**config.mk**
```make
export PLATFORM = sky130hd
export DESIGN_NAME = hh_gate_sequencer
export DESIGN_NICKNAME = d
export VERILOG_FILES = /design/src/rtl/hh_pkg.sv /design/src/rtl/hh_gate_watchdog.sv /design/src/rtl/hh_gate_sequencer.sv
export SDC_FILE = /design/constraint.sdc
export NUM_CORES = 1
export LEC_CHECK = 0
export ABC_AREA = 1
export BUFFER_PORTS_ARGS = -buffer_cell sky130_fd_sc_hd__buf_4
export CORE_MARGIN = 5
export CORE_UTILIZATION = 30
export DETAILED_ROUTE_END_ITERATION = 10
export HOLD_SLACK_MARGIN = 0.06
export PLACE_DENSITY_LB_ADDON = 0.05
export SETUP_SLACK_MARGIN = 0.1
export SLEW_MARGIN = 20
export SYNTH_ARGS = -nofsm -noshare
export SYNTH_HDL_FRONTEND = slang
export SYNTH_SLANG_ARGS = --single-unit
```
**constraint.sdc**
```tcl
create_clock -name clk -period 1.5 [get_ports clk]
set_input_delay 0.075 -clock clk [delete_from_list [all_inputs] [get_ports clk]]
set_output_delay 0.075 -clock clk [all_outputs]
set_load 0.03 [all_outputs]
```
**src/rtl/hh_pkg.sv**
```systemverilog
// Shared types and helpers for the Hodgkin-Huxley gating controller.
// Gate values are signed 16-bit fixed point scaled by FX_SCALE.
package hh_pkg;

    localparam logic [1:0] GATE_M = 2'd0;
    localparam logic [1:0] GATE_H = 2'd1;
    localparam logic [1:0] GATE_N = 2'd2;

    localparam int FX_SCALE = 1000;

    typedef logic signed [15:0] fx16_t;

    typedef enum logic [1:0] {
        ST_IDLE  = 2'd0,
        ST_ISSUE = 2'd1,
        ST_WAIT  = 2'd2,
        ST_DONE  = 2'd3
    } hh_state_e;

    // Limit a gate value to the physical range [0, hi].
    function automatic fx16_t fx_clamp(input fx16_t val, input fx16_t hi);
        fx16_t res;
        if (val < 16'sd0) begin
            res = 16'sd0;
        end else if (val > hi) begin
            res = hi;
        end else begin
            res = val;
        end
        return res;
    endfunction

endpackage

```
**src/rtl/hh_gate_watchdog.sv**
```systemverilog
// Response timer for the gate unit: counts cycles spent waiting and flags
// expiry on the TIMEOUT-th waiting cycle.
module hh_gate_watchdog #(
    parameter int TIMEOUT = 64
) (
    input  logic clk,
    input  logic rst_n,
    input  logic i_clear,
    input  logic i_enable,
    output logic o_expired
);

    localparam int CNT_W = (TIMEOUT > 2) ? $clog2(TIMEOUT) : 1;

    logic [CNT_W-1:0] r_cnt;
    logic             w_expired;

    assign w_expired = (r_cnt == CNT_W'(TIMEOUT - 1));
    assign o_expired = w_expired;

    // Holds at the expiry value so the flag stays asserted until cleared.
    always_ff @(posedge clk or negedge rst_n) begin
        if (!rst_n) begin
            r_cnt <= '0;
        end else if (i_clear) begin
            r_cnt <= '0;
        end else if (i_enable && !w_expired) begin
            r_cnt <= r_cnt + CNT_W'(1);
        end
    end

endmodule

```
**src/rtl/hh_gate_sequencer.sv**
```systemverilog
// Per-timestep controller: issues m, h, n updates to a shared gate unit,
// commits clamped results and counts error-free steps.
module hh_gate_sequencer
    import hh_pkg::*;
#(
    parameter int TIMEOUT = 64,
    parameter int STEP_W  = 16,
    parameter int M_INIT  = 53,
    parameter int H_INIT  = 600,
    parameter int N_INIT  = 318,
    parameter int X_MAX   = 1000
) (
    input  logic              clk,
    input  logic              rst_n,
    input  logic              start,
    input  logic signed [15:0] v_mem,
    input  logic signed [15:0] dt,
    output logic              busy,
    output logic              done,
    output logic              err,
    output logic              gate_req_valid,
    input  logic              gate_req_ready,
    output logic [1:0]        gate_sel,
    output logic signed [15:0] gate_v,
    output logic signed [15:0] gate_x,
    output logic signed [15:0] gate_dt,
    input  logic              gate_rsp_valid,
    input  logic signed [15:0] gate_rsp_x,
    output logic signed [15:0] m_q,
    output logic signed [15:0] h_q,
    output logic signed [15:0] n_q,
    output logic [STEP_W-1:0] step_cnt
);

    localparam fx16_t W_XMAX = fx16_t'(X_MAX);
    localparam fx16_t W_MINI = fx16_t'(M_INIT);
    localparam fx16_t W_HINI = fx16_t'(H_INIT);
    localparam fx16_t W_NINI = fx16_t'(N_INIT);

    hh_state_e        r_state;
    hh_state_e        w_state_nxt;
    logic [1:0]       r_sel;
    logic [1:0]       w_sel_nxt;
    fx16_t            r_v;
    fx16_t            r_dt;
    fx16_t            r_m;
    fx16_t            r_h;
    fx16_t            r_n;
    logic             r_err;
    logic [STEP_W-1:0] r_step;

    logic             w_accept;
    logic             w_commit;
    logic             w_timeout;
    logic             w_expired;
    logic             w_in_wait;
    fx16_t            w_rsp_clamped;
    fx16_t            w_gate_x;

    assign w_in_wait     = (r_state == ST_WAIT);
    assign w_rsp_clamped = fx_clamp(gate_rsp_x, W_XMAX);

    hh_gate_watchdog #(
        .TIMEOUT (TIMEOUT)
    ) u_watchdog (
        .clk       (clk),
        .rst_n     (rst_n),
        .i_clear   (!w_in_wait),
        .i_enable  (w_in_wait),
        .o_expired (w_expired)
    );

    // A response in the expiry cycle takes priority over the timeout.
    always_comb begin
        w_state_nxt = r_state;
        w_sel_nxt   = r_sel;
        w_accept    = 1'b0;
        w_commit    = 1'b0;
        w_timeout   = 1'b0;
        case (r_state)
            ST_IDLE: begin
                if (start) begin
                    w_accept    = 1'b1;
                    w_sel_nxt   = GATE_M;
                    w_state_nxt = ST_ISSUE;
                end
            end
            ST_ISSUE: begin
                if (gate_req_ready) begin
                    w_state_nxt = ST_WAIT;
                end
            end
            ST_WAIT: begin
                if (gate_rsp_valid) begin
                    w_commit = 1'b1;
                    if (r_sel == GATE_N) begin
                        w_state_nxt = ST_DONE;
                    end else begin
                        w_sel_nxt   = r_sel + 2'd1;
                        w_state_nxt = ST_ISSUE;
                    end
                end else if (w_expired) begin
                    w_timeout   = 1'b1;
                    w_state_nxt = ST_DONE;
                end
            end
            ST_DONE: begin
                w_state_nxt = ST_IDLE;
            end
            default: begin
                w_state_nxt = ST_IDLE;
            end
        endcase
    end

    always_ff @(posedge clk or negedge rst_n) begin
        if (!rst_n) begin
            r_state <= ST_IDLE;
            r_sel   <= GATE_M;
        end else begin
            r_state <= w_state_nxt;
            r_sel   <= w_sel_nxt;
        end
    end

    always_ff @(posedge clk or negedge rst_n) begin
        if (!rst_n) begin
            r_v   <= '0;
            r_dt  <= '0;
            r_err <= 1'b0;
        end else if (w_accept) begin
            r_v   <= v_mem;
            r_dt  <= dt;
            r_err <= 1'b0;
        end else if (w_timeout) begin
            r_err <= 1'b1;
        end
    end

    always_ff @(posedge clk or negedge rst_n) begin
        if (!rst_n) begin
            r_m <= W_MINI;
            r_h <= W_HINI;
            r_n <= W_NINI;
        end else if (w_commit) begin
            case (r_sel)
                GATE_M:  r_m <= w_rsp_clamped;
                GATE_H:  r_h <= w_rsp_clamped;
                GATE_N:  r_n <= w_rsp_clamped;
                default: r_m <= r_m;
            endcase
        end
    end

    // An aborted step is still reported by done but is not counted.
    always_ff @(posedge clk or negedge rst_n) begin
        if (!rst_n) begin
            r_step <= '0;
        end else if ((r_state == ST_DONE) && !r_err) begin
            r_step <= r_step + STEP_W'(1);
        end
    end

    always_comb begin
        w_gate_x = r_m;
        case (r_sel)
            GATE_H:  w_gate_x = r_h;
            GATE_N:  w_gate_x = r_n;
            default: w_gate_x = r_m;
        endcase
    end

    assign busy           = (r_state != ST_IDLE);
    assign done           = (r_state == ST_DONE);
    assign err            = r_err;
    assign gate_req_valid = (r_state == ST_ISSUE);
    assign gate_sel       = r_sel;
    assign gate_v         = r_v;
    assign gate_x         = w_gate_x;
    assign gate_dt        = r_dt;
    assign m_q            = r_m;
    assign h_q            = r_h;
    assign n_q            = r_n;
    assign step_cnt       = r_step;

endmodule
```
# --- After elaboration in Yosys (flattened, before gate mapping) ---
# Index checks and enable logic that the tools add are counted.
word_totals:
  regBits: 107
  out_inout_bits: 118
  elab_cells: 65
  input_bits: 53
op_classes:
  n_lt_le_gt_ge: 2
  n_addsub: 3
  mux: 24
  n_eq_ne: 12
  n_reduce_logical: 14
ops:
  columns: ["cell", "n"]
  rows:
  - ["16-bit 2-to-1 mux", 2]
  - ["16-bit one-hot mux with 2 select lines", 1]
  - ["16-bit by 1-bit adder with 16-bit output (second input constant)", 1]
  - ["16-bit by 11-bit > comparator with 1-bit output (second input constant)", 1]
  - ["16-bit by 1-bit less-than comparator with 1-bit output (second input constant)", 1]
  - ["2-bit 2-to-1 mux", 8]
  - ["6-bit 2-to-1 mux", 2]
  - ["1-bit 2-to-1 mux", 9]
  - ["2-bit inequality test (second input constant)", 4]
  - ["2-bit one-hot mux with 4 select lines", 1]
  - ["6-bit by 1-bit adder with 6-bit output (second input constant)", 1]
  - ["2-bit == test (second input constant)", 3]
  - ["6-bit == test (second input constant)", 1]
  - ["2-bit AND reduction", 3]
  - ["2-bit nonzero test", 3]
  - ["2-bit by 1-bit == test with 1-bit output (second input constant)", 2]
  - ["2-bit zero test", 2]
  - ["2-bit one-hot mux with 2 select lines", 1]
  - ["4-bit AND reduction", 1]
  - ["3-bit inequality test (second input constant)", 1]
  - ["3-bit AND reduction", 1]
  - ["2-bit by 1-bit adder with 2-bit output (second input constant)", 1]
  - ["1-bit logical AND", 2]
  - ["1-bit zero test", 2]
  - ["2-bit by 1-bit inequality test with 1-bit output (second input constant)", 1]

# --- Depth between registers and ports, before layout ---
logic_depth:
  depth_word: 6
  depth_mapped: 9
  ltp_nobuf: 8

# --- Modules after synthesis ---
# A second synthesis with hierarchy kept.
unflattened:
  hier_cells: 608
  hier_area_um2: 4979.8
by_module_without_submodules:
  columns: ["module", "cells_per_inst", "n_inst", "seq_area_each_um2", "area_each_um2"]
  rows:
  - ["hh_gate_sequencer", 555, 1, 2469.9, 4580.6]
  - ["hh_gate_watchdog", 53, 1, 150.1, 399.1]

# --- Worst setup path before layout ---
# OpenSTA, ideal clock, no wires.
synth_path:
  kind: "reg2out"
  startpoint: "register r_sel[0], in the netlist gate_sel[0]"
  endpoint: "output gate_x[10]"
  path_stages_with_launch: 8
  n_path_buf: 2
  required_ns: 1.425
  path_slack_ns: -0.637
  arrival_ns: 2.062
  path_cell_list: "dfrtp_1 > inv_1 > ha_1 > clkbuf_1 > inv_1 > clkbuf_1 > a21oi_1 > a21oi_1"
synth_between:
  elab_chain_cells: 2
  elab_cells_between_ends: 3
  classes_between: "2 x eq/ne; 1 x mux"
synth_lines:
  columns: ["element", "line", "source"]
  rows:
  - ["start: declaration", "hh_gate_sequencer.sv:42", "logic [1:0] r_sel;"]
  - ["start signal: assignment", "hh_gate_sequencer.sv:122", "r_sel <= w_sel_nxt;"]
  - ["2-bit == test or 2-bit by 1-bit == test with 1-bit output (tied branches)", "hh_gate_sequencer.sv:166", "case (r_sel)"]
  - ["16-bit one-hot mux with 2 select lines *", "hh_gate_sequencer.sv:166", null]
  - ["end: declaration", "hh_gate_sequencer.sv:25", "output logic signed [15:0] gate_x,"]
# Every way passes the cells marked *; elsewhere a longest branch is shown, timed or not.

# --- Worst setup path in the final report ---
layout_path:
  startpoint: "register r_sel[1], in the netlist gate_sel[1]"
  endpoint: "output gate_x[11]"
# Same word-level chain as after synthesis.

==> flow_summary.json <==
{
  "cts_tree": "done",
  "p_per_area_nw_per_um2": 2050,
  "viasPerCell": 4.36,
  "place.gp.congestion": 0.805,
  "placement.io_buffers": 166,
  "setup_slack_ns": -0.241,
  "ys.flop_type": "dfrtp_1",
  "rows": 46,
  "final_util_pct": 48.6,
  "synth_seq_area_share_pct": 53.9,
  "die_w_um": 137,
  "clk_pin_slew_ns": 0.07,
  "area_growth_syn_to_layout_pct": 58.7,
  "drive_gt1_share_pct": 40.7,
  "violations": "negative setup slack",
  "cts-root-buf": "clkbuf_16",
  "clock_path_buffers": 2,
  "regToRegEndpoint": "step_cnt[12]$_DFFE_PN0P_",
  "die-area_um2": 18900,
  "wire_per_inst_um": 13.9,
  "ys_types": 34,
  "cap_violations": 0,
  "grt_pass1_wl_mm": 22.9,
  "drv_slew": 0,
  "syn_avg_cell_area_um2": 8.44,
  "start_util_pct": 30.6,
  "post-route-min-period_ns": 1.74,
  "synth.area.top_cells": "dfrtp_1, nand2_1, dfstp_2",
  "num_io_pins": 171,
  "max_freq_ghz": 0.574,
  "status": "complete, but fails checks",
  "diodes": 0,
  "synth_edf_count": 0,
  "skew_ns": 0.00360,
  "dp_hpwl_mm": 10.5,
  "numCtsBuffers": 9,
  "grt_pass1_vias": 4527,
  "final_nets": 864,
  "gr-usage-all-layers_pct": 15.3,
  "rsz0062_at_grt": "yes",
  "grt_max_degree": 41,
  "n_fill_cell": 1560,
  "syn_area_um2": 4860,
  "cts.sinks": 104,
  "core_um2": 15900,
  "critical_path.startpoint_type": "flop",
  "synth-async-reset-ratio_pct": 100,
  "antenna_found_initial": 0,
  "yosysWarnings": 0,
  "stdcell_area_um2": 7720,
  "fp.dieH_um": 137,
  "drt_iter0_drc": 188,
  "hold_path_class": "in2async",
  "vias": 4473,
  "drc": 0,
  "crit_path_max_fanout": 13,
  "grt_overflow_total": 0,
  "regToRegSetupSlack_ns": 0.13,
  "wl_mm": 14.3,
  "worstPathRequired_ns": 1.42,
  "clock_latency_ns": 0.35,
  "drtPass1Iterations": 4,
  "endpoint_kind": "primary output",
  "post-route-period-util_pct": 116,
  "cp_data_arrival_time_ns": 1.67,
  "synth_top_cell_area_share_pct": 46.3,
  "setup_violations": 15,
  "postSynthCellCount": 576,
  "synth_area_leader_cell": "dfrtp_1",
  "hold_viol": 0,
  "r2r-start": "step_cnt[0]$_DFFE_PN0P_",
  "ant_nets": 0,
  "htreeDepth": 3,
  "post_dp_cell_area_um2": 6640,
  "static-leakage-power_uw": 0.00404,
  "vdd_drop_max_mv": 1.13,
  "critPathKind": "reg2out",
  "r2r_cells": 8,
  "hold_ws_ns": 0.0912,
  "dp_slack_ns": -0.0204,
  "synth-seq-cells": 104
}
## per-stage QoR
| step | std cells | power [uW] | setup TNS [ns] |
|---|---|---|---|
| floorplan | 579 | 9590 | -0.175 |
| global route | 1027 | 16800 | -4.35 |
| finish | 1027 | 15800 | -3.26 |
| CTS | 1016 | 15600 | -3.43 |
| global placement | 958 | 12400 | -0.000551 |
| detailed placement | 958 | 12500 | -0.0204 |
## logic make-up (layout without fill, tap and decap cells)
group,Yosys count,in the layout,synth area share [%]
buffers and inverters,95,327,8.82
AOI/OAI and AO/OA,56,56,5.94
DFF,104,104,53.9
other,1,4,0.0771
adders and majority gates,5,5,1.29
xor gates and xnor gates,14,14,2.52
and+or+nand+nor,301,301,27.5
## routing by layer
layer	vias to the layer above	share of wire, %	track usage [%]
met5	-	0	0
met4	0	1.1	3.44
met3	9	8.2	6.21
met2	124	48	24.8
met1	2106	42	19.1
li1	2234	-	-
## power by group
| part | switching [uW] | internal, uW |
|---|---|---|
| clock | 1080 | 1350 |
| combinational | 5420 | 3510 |
| sequential | 710 | 3770 |
## worst max-delay path, cell delays in order (launching register included)
cell and delay (ns):
dfrtp_2 0.44, inv_2 0.10, ha_4 0.24, inv_8 0.16
a21oi_2 0.07, a21oi_4 0.16, buf_6 0.15
## cell type report
| class | instances | area (um2) | area share (%) |
|---|---|---|---|
| flip-flops and latches | 104 | 2630 | 34.0 |
| multi-input cells | 380 | 2190 | 28.4 |
| repair buffers | 240 | 2030 | 26.3 |
| inverters | 71 | 299 | 3.87 |
| well taps | 216 | 270 | 3.50 |
| clock buffers | 10 | 239 | 3.10 |
| clock inverters | 6 | 67.6 | 0.875 |
## cells in the mapped netlist (2+ instances only)
master	instances
clkbuf_1	5
nor2_4	3
dfrtp_1	90
a211oi_1	2
nand2_1	211
inv_2	13
nand4_1	12
nor2_2	2
a21oi_1	28
nand2_4	2
o21ai_1	12
buf_2	8
o22ai_1	3
xnor2_1	5
nor2_1	30
inv_1	57
nand3_1	27
buf_6	6
ha_1	5
buf_4	4
nor3_2	2
nand2_2	3
nor3_1	2
xor2_1	9
dfstp_2	14
nor2_8	3
o21ai_0	11
## sequential cells by signal, summed over array words and instances, names as in the netlist, 2 cells and up
name,flops
gate_v,16
u_watchdog.r_cnt,6
r_state,2
m_q,15
gate_dt,16
gate_sel,2
step_cnt,16
n_q,15
h_q,15
## how the worst max path moves through the flow
| stage | from | depth (start not counted) | end |
|---|---|---|---|
| after detailed placement | gate_sel[0]$_DFFE_PN0P_ | 6 | gate_x[11] |
| final | gate_sel[1]$_DFFE_PN0P_ | 6 | gate_x[11] |
| after CTS | gate_sel[1]$_DFFE_PN0P_ | 6 | gate_x[8] |
| after global routing | gate_sel[1]$_DFFE_PN0P_ | 6 | gate_x[7] |
| after floorplan | gate_sel[0]$_DFFE_PN0P_ | 7 | gate_x[10] |
| after global placement | gate_sel[0]$_DFFE_PN0P_ | 7 | gate_x[0] |
## placed cells by master, fill, tap and decap left out, drive strengths merged, types with 9 or more instances in the layout
cell type    instances
nand2              217
dlygate4sd3         35
nand3               28
o21ai               23
nor2                38
nand4               12
a21oi               28
xor2                 9
dfrtp               90
buf                205
dfstp               14
inv                 72
clkbuf              10
## what timing repair did
item / in CTS / in global routing
endpoints found under the setup margin: 54 / 105
hold endpoints to repair: 134 / 0
hold buffers: 35 / 0
pin swaps: 2 / 16
buffers inserted: 7 / 11
resized for setup: 39 / 43
Power figures use the tool's default switching activity.
